### src/rtl/cdb_arbiter.sv
// cdb_arbiter
// Result-broadcast side of the common data bus. Each functional unit owns
// one holding slot. A round-robin arbiter picks one source per cycle, and the
// chosen result is driven onto a registered broadcast (cdb_*) that the
// reservation stations use for wakeup.
//
// Optional feature macro: CDB_BYPASS_EN
//   defined   : an FU whose slot is empty may be granted straight from its
//               inputs, so the result does not pass through the slot.
//   undefined : only occupied slots compete, and every result is held in its
//               slot for one cycle first.
//
// Ports
//   clock      in   sole clock, rising edge
//   reset      in   asynchronous, active-high
//   fu_done    in   [NUM_FU]         FU i presents a result
//   fu_tag     in   [NUM_FU*PREG_W]  destination tag, slice i
//   fu_value   in   [NUM_FU*XLEN]    result value, slice i
//   fu_ack     out  [NUM_FU]         result i accepted this cycle (combinational)
//   squash     in   flush all pending results
//   cdb_ready  out  broadcast valid, one pulse per result
//   cdb_tag    out  [PREG_W] broadcast tag
//   cdb_value  out  [XLEN]   broadcast value
//   cdb_src    out  index of the granted FU
module cdb_arbiter #(
   parameter  int NUM_FU = 5,
   parameter  int PREG_W = 6,
   parameter  int XLEN   = 32,
   localparam int SRC_W  = (NUM_FU > 1) ? $clog2(NUM_FU) : 1
) (
   input  logic                     clock,
   input  logic                     reset,
   input  logic [NUM_FU-1:0]        fu_done,
   input  logic [NUM_FU*PREG_W-1:0] fu_tag,
   input  logic [NUM_FU*XLEN-1:0]   fu_value,
   output logic [NUM_FU-1:0]        fu_ack,
   input  logic                     squash,
   output logic                     cdb_ready,
   output logic [PREG_W-1:0]        cdb_tag,
   output logic [XLEN-1:0]          cdb_value,
   output logic [SRC_W-1:0]         cdb_src
);

   logic [NUM_FU-1:0] r_slot_valid;
   logic [PREG_W-1:0] r_slot_tag   [NUM_FU];
   logic [XLEN-1:0]   r_slot_value [NUM_FU];
   logic [SRC_W-1:0]  r_rr_ptr;

   logic [NUM_FU-1:0] w_elig;
   logic [NUM_FU-1:0] w_grant;
   logic [NUM_FU-1:0] w_byp;
   logic              w_any_grant;
   logic [SRC_W-1:0]  w_grant_idx;
   logic [PREG_W-1:0] w_sel_tag;
   logic [XLEN-1:0]   w_sel_value;

   // With bypass, valid | (done & ~valid) reduces to valid | done.
   always_comb begin
`ifdef CDB_BYPASS_EN
      w_elig = r_slot_valid | fu_done;
`else
      w_elig = r_slot_valid;
`endif
   end

   // Round-robin scan starting at r_rr_ptr; squash suppresses every grant.
   always_comb begin : p_arb
      int v_idx;
      v_idx       = 0;
      w_grant     = '0;
      w_any_grant = 1'b0;
      w_grant_idx = '0;
      for (int k = 0; k < NUM_FU; k++) begin
         v_idx = int'(r_rr_ptr) + k;
         if (v_idx >= NUM_FU) v_idx = v_idx - NUM_FU;
         if (!w_any_grant && !squash && w_elig[v_idx]) begin
            w_any_grant    = 1'b1;
            w_grant[v_idx] = 1'b1;
            w_grant_idx    = SRC_W'(v_idx);
         end
      end
   end

   // A grant to an empty slot can only be a bypass grant.
   always_comb begin
`ifdef CDB_BYPASS_EN
      w_byp = w_grant & ~r_slot_valid;
`else
      w_byp = '0;
`endif
   end

   // A granted full slot frees up this cycle, so its FU may refill it at once.
   assign fu_ack = fu_done & ~{NUM_FU{squash}} & (~r_slot_valid | w_grant);

   // Zero when nothing is granted, which gives the idle value of the bus.
   always_comb begin
      w_sel_tag   = '0;
      w_sel_value = '0;
      for (int i = 0; i < NUM_FU; i++) begin
         if (w_grant[i]) begin
            if (w_byp[i]) begin
               w_sel_tag   = fu_tag[i*PREG_W +: PREG_W];
               w_sel_value = fu_value[i*XLEN +: XLEN];
            end else begin
               w_sel_tag   = r_slot_tag[i];
               w_sel_value = r_slot_value[i];
            end
         end
      end
   end

   always_ff @(posedge clock or posedge reset) begin
      if (reset) begin
         r_slot_valid <= '0;
         for (int i = 0; i < NUM_FU; i++) begin
            r_slot_tag[i]   <= '0;
            r_slot_value[i] <= '0;
         end
      end else if (squash) begin
         r_slot_valid <= '0;
      end else begin
         for (int i = 0; i < NUM_FU; i++) begin
            if (fu_ack[i] && !w_byp[i]) begin
               r_slot_valid[i] <= 1'b1;
               r_slot_tag[i]   <= fu_tag[i*PREG_W +: PREG_W];
               r_slot_value[i] <= fu_value[i*XLEN +: XLEN];
            end else if (w_grant[i]) begin
               r_slot_valid[i] <= 1'b0;
            end
         end
      end
   end

   always_ff @(posedge clock or posedge reset) begin
      if (reset) begin
         r_rr_ptr  <= '0;
         cdb_ready <= 1'b0;
         cdb_tag   <= '0;
         cdb_value <= '0;
         cdb_src   <= '0;
      end else begin
         if (w_any_grant) begin
            r_rr_ptr <= (w_grant_idx == SRC_W'(NUM_FU - 1)) ? '0 : w_grant_idx + 1'b1;
         end
         cdb_ready <= w_any_grant;
         cdb_tag   <= w_sel_tag;
         cdb_value <= w_sel_value;
         cdb_src   <= w_grant_idx;
      end
   end

endmodule
### config.mk
export PLATFORM = sky130hd
export DESIGN_NAME = cdb_arbiter
export DESIGN_NICKNAME = d
export VERILOG_FILES = /design/src/rtl/cdb_arbiter.sv
export SDC_FILE = /design/constraint.sdc
export NUM_CORES = 1
export LEC_CHECK = 0
export ABC_AREA = 1
export CAP_MARGIN = 20
export CELL_PAD_IN_SITES_DETAIL_PLACEMENT = 1
export CELL_PAD_IN_SITES_GLOBAL_PLACEMENT = 2
export CORE_ASPECT_RATIO = 1.2
export CORE_MARGIN = 1.5
export CORE_UTILIZATION = 29
export DETAILED_ROUTE_END_ITERATION = 6
export GPL_ROUTABILITY_DRIVEN = 0
export GPL_TIMING_DRIVEN = 0
export PLACE_DENSITY_LB_ADDON = 0.1
export RECOVER_POWER = 25
export SYNTH_ARGS = -nofsm -noshare
export SYNTH_HDL_FRONTEND = slang
export SYNTH_SLANG_ARGS = --single-unit
### constraint.sdc
create_clock -name clock -period 11.78 [get_ports clock]
set_clock_uncertainty 0.15 [all_clocks]
set_input_delay 2.356 -clock clock [delete_from_list [all_inputs] [get_ports clock]]
set_output_delay 2.356 -clock clock [all_outputs]
set_load 0.01 [all_outputs]
==> PnR_summary.wiki <==
{| class="wikitable"
! Metric !! Value
|-
| WP data arrival || 7.60 ns
|-
| Summed area of non-filler cells in the final layout || 15900 µm²
|-
| Die Wd || 187 µm
|-
| Min-Delay Startpoint || r_slot_value[15]$_DFFE_PP0P_
|-
| Avg WL per Cell || 19.8 µm
|-
| Worst-case reg-to-reg path depth || 24
|-
| Setup repair after global routing missed its margin || no
|-
| Placed wire-length estimate || 34000 µm
|-
| Synth Warn # || 0
|-
| Worst reg-to-reg setup slack || 7.26 ns
|-
| Total standard cell area after synthesis || 11800 µm²
|-
| Via density per instance || 4.71
|-
| Number of post-CTS setup repair buffers || 0
|-
| Count of standard-cell rows || 80
|-
| Slew at the pin with the worst max-slew slack || 4.56 ns
|-
| Core area || 40000 µm²
|-
| Drt first-iter violations || 688
|-
| CP Class || input pin to async pin
|-
| Startpoint kind of the worst setup timing path || input pin
|-
| Capture endpoint of the worst hold path || r_slot_value[15]$_DFFE_PP0P_
|-
| DRT Wirelength || 46800 µm
|-
| Initial standard-cell utilization of the core || 29.6%
|-
| Final Critical Period || 8.17 ns
|-
| Crit Reg-Reg Startpoint || r_rr_ptr[1]$_DFFE_PP0P_
|-
| Total die area || 42000 µm²
|-
| Fraction of final layout cells sized beyond drive strength 1 || 8.86%
|-
| Net count after synthesis || 1748
|-
| Highest net fanout along the worst path || 82
|-
| Maximum number of pins on one net before global-route repair || 114
|-
| Commonest non-fill, non-tap cell in the layout || sky130_fd_sc_hd__nand2_1
|-
| Top-level I/O count || 245
|-
| Minimum hold slack || 0.322 ns
|-
| Clock network latency to the later pin of the worst-skew pair || 0.57 ns
|-
| Met3 routed wirelength || 1870 µm
|-
| Period utilisation layout || 69.4%
|-
| Worst Path Required || 11.21 ns
|-
| Layout overhead on the synthesized area || 34.2%
|-
| Number of detailed-routing iterations run before antenna repair || 5
|-
| Post-detailed-route DRC marker count || 0
|-
| End of the worst register-to-register path || cdb_value[12]$_DFF_PP0_
|-
| Buffers on Ports || 244
|-
| Static power due to leakage || 7.85 nW
|-
| Distinct cell type count of the synthesized netlist || 41
|-
| Final setup vio count || 0
|-
| Tightest Hold Check Type || flip-flop to flip-flop
|-
| Number of antenna violations at the first check in global routing || 8
|-
| Slowest cell delay on critical path || 3.27 ns
|-
| Flip-flop and latch count after synthesis || 240
|-
| Final nets || 2024
|-
| Average size of a mapped cell || 7.72 µm²
|-
| Violated checks || capacitance limit, slew limit
|-
| Number of global-route vias before repair || 12200
|-
| Number of buffers added to fix hold violations after cts || 0
|-
| Total overflow reported by the global router || 0
|-
| Category of the worst setup path capture point || async pin
|-
| Commonest cells after routing, fill and taps aside || sky130_fd_sc_hd__nand2_1, sky130_fd_sc_hd__clkdlybuf4s50_1, sky130_fd_sc_hd__dfrtp_1, sky130_fd_sc_hd__a21oi_1, sky130_fd_sc_hd__nand3_1
|-
| Master of the slowest instance on the critical path || sky130_fd_sc_hd__clkbuf_1
|-
| Power per cell area || 317 nW/µm²
|-
| Buffer depth of the longest clock path || 3
|-
| Number of instances in the synthesized netlist || 1534
|-
| Vertical die dimension || 224 µm
|-
| Max layer used || met5
|-
| Aggregate negative setup slack || 0 ns
|-
| Number of H-tree branching levels || 1
|-
| Instance area at placement || 15000 µm²
|-
| Achievable frequency || 122 MHz
|-
| Cells traversed along the worst timing path || dlygate4sd3_1, clkinvlp_2, clkbuf_1
|-
| Final count of hold timing violations || 0
|-
| GRT Overall Usage || 22.6%
|-
| Post-route ant nets || 0
|-
| Master cell of the clock root buffer || sky130_fd_sc_hd__clkbuf_16
|-
| Slew HR || -204%
|-
| Metal-1 WL || 20100 µm
|-
| Result of the run || finished with violations
|-
| Reg clk slew, reported paths || 0.06 ns
|-
| Worst Hold Path Cells || 2
|-
| Pwr Total || 5.04 mW
|-
| Number of buffers created by CTS || 28
|-
| Portion of the post-synthesis area used by sequential elements || 50.7%
|-
| Detailed route wirelength on metal2 || 23500 µm
|-
| Maximum VDD drop || 0.117 mV
|-
| Global-route wire length before repair || 72300 µm
|-
| Gates resized, CTS repair || 0
|-
| Number of pins with negative max-slew slack in the final report || 130
|-
| Max-capacitance violation count || 2
|-
| Count of vias placed by the detailed router || 11200
|-
| Number of sinks driven by the clock tree || 240
|-
| TritonCTS clock tree || done
|}
[per-layer routing]
metal,global-route usage [%],up-vias
met5,0,-
met4,6.74,6
met3,3.14,61
met2,40.3,240
met1,28.3,5461
li1,-,5386
[through the flow]
stage / util, % / instances / worst slack [ns]
3_5_place_dp: 37.5 / 2313 / 3.88
3_3_place_gp: 37.3 / 2311 / -1.28
4_1_cts: 39.7 / 2361 / 3.87
2_1_floorplan: - / 1534 / 2.69
6_report: 39.7 / 2367 / 3.61
5_1_grt: 39.7 / 2365 / 2.34
[flip-flops by register name (all words and copies together), names as in the netlist]
name / cells
r_slot_tag: 30
r_slot_valid: 5
cdb_tag: 6
cdb_src: 3
r_slot_value: 160
cdb_value: 32
cdb_ready: 1
r_rr_ptr: 3
[worst max-delay path by stage]
stage | from | endpoint | slack, ns | cells past startpoint
after floorplan | reset | cdb_ready$_DFF_PP0_ | 2.69 | 1
after global placement | reset | r_slot_tag[24]$_DFFE_PP0P_ | -1.28 | 2
after detailed placement | squash | fu_ack[0] | 3.88 | 13
after CTS | squash | fu_ack[0] | 3.87 | 13
after global routing | reset | r_slot_value[58]$_DFFE_PP0P_ | 2.34 | 3
final | reset | cdb_value[30]$_DFF_PP0_ | 3.61 | 3
[power breakdown]
| group | switching, mW | internal [mW] |
|---|---|---|
| clock | 0.365 | 0.497 |
| combinational | 1.85 | 0.948 |
| sequential | 0.175 | 1.20 |
| total | 2.40 | 2.64 |
[cell usage after synthesis]
cell type	instances	area share, %
sky130_fd_sc_hd__a21oi_1	122	5.2
sky130_fd_sc_hd__nand2_2	8	0.42
sky130_fd_sc_hd__o22ai_1	2	0.11
sky130_fd_sc_hd__o21ai_0	35	1.5
sky130_fd_sc_hd__nand3_2	10	0.85
sky130_fd_sc_hd__buf_1	2	0.063
sky130_fd_sc_hd__buf_4	14	0.89
sky130_fd_sc_hd__nor3_1	6	0.25
sky130_fd_sc_hd__nand3b_1	1	0.063
sky130_fd_sc_hd__xor2_2	1	0.14
sky130_fd_sc_hd__nand4_2	2	0.21
sky130_fd_sc_hd__o21ai_2	3	0.22
sky130_fd_sc_hd__a31oi_1	2	0.11
sky130_fd_sc_hd__clkbuf_2	1	0.042
sky130_fd_sc_hd__inv_2	15	0.48
sky130_fd_sc_hd__nand4_4	1	0.18
sky130_fd_sc_hd__clkbuf_1	15	0.48
sky130_fd_sc_hd__inv_4	1	0.053
sky130_fd_sc_hd__o21bai_1	2	0.13
sky130_fd_sc_hd__o31ai_1	1	0.063
sky130_fd_sc_hd__nand2_1	673	21
sky130_fd_sc_hd__buf_2	39	1.6
sky130_fd_sc_hd__ha_1	15	1.6
sky130_fd_sc_hd__dfrtp_1	240	51
sky130_fd_sc_hd__o211ai_1	1	0.063
sky130_fd_sc_hd__a21oi_2	2	0.15
sky130_fd_sc_hd__nand3_4	2	0.30
sky130_fd_sc_hd__buf_6	8	0.76
sky130_fd_sc_hd__fa_1	1	0.17
sky130_fd_sc_hd__nor2_2	6	0.32
sky130_fd_sc_hd__nand2_4	3	0.29
sky130_fd_sc_hd__nor2_4	1	0.095
sky130_fd_sc_hd__nand3_1	103	4.4
sky130_fd_sc_hd__nand4_1	7	0.37
sky130_fd_sc_hd__o21ai_1	23	0.97
sky130_fd_sc_hd__o221ai_1	1	0.074
sky130_fd_sc_hd__nor4_1	2	0.11
sky130_fd_sc_hd__nor2_1	75	2.4
sky130_fd_sc_hd__xnor2_2	1	0.14
sky130_fd_sc_hd__and3_1	1	0.053
sky130_fd_sc_hd__inv_1	86	2.7
[cell type report]
cell class	instances	area, µm²
clock buffers	44	861
clock inverters	4	31.3
inverters	102	387
repair buffers	246	2470
diodes	6	15.0
fillers	4867	24200
well taps	533	667
multi-input cells	1113	4990
flip-flops and latches	240	6010
plain buffers	79	459
[critical path, delay by kind of cell]
kind,cells,cell delay (ns)
buffers and inverters,3,5.13
[cells by family (layout without fill, tap and decap cells)]
group	after synthesis	in the layout	synth area share (%)
fa+ha+maj	16	16	1.75
xor+xnor	2	2	0.275
compound gates	194	194	8.52
other cells	0	6	0
flops	240	240	50.7
buf+inv	181	475	7.14
simple gates	901	901	31.6
(Power assumes the default switching activity.)
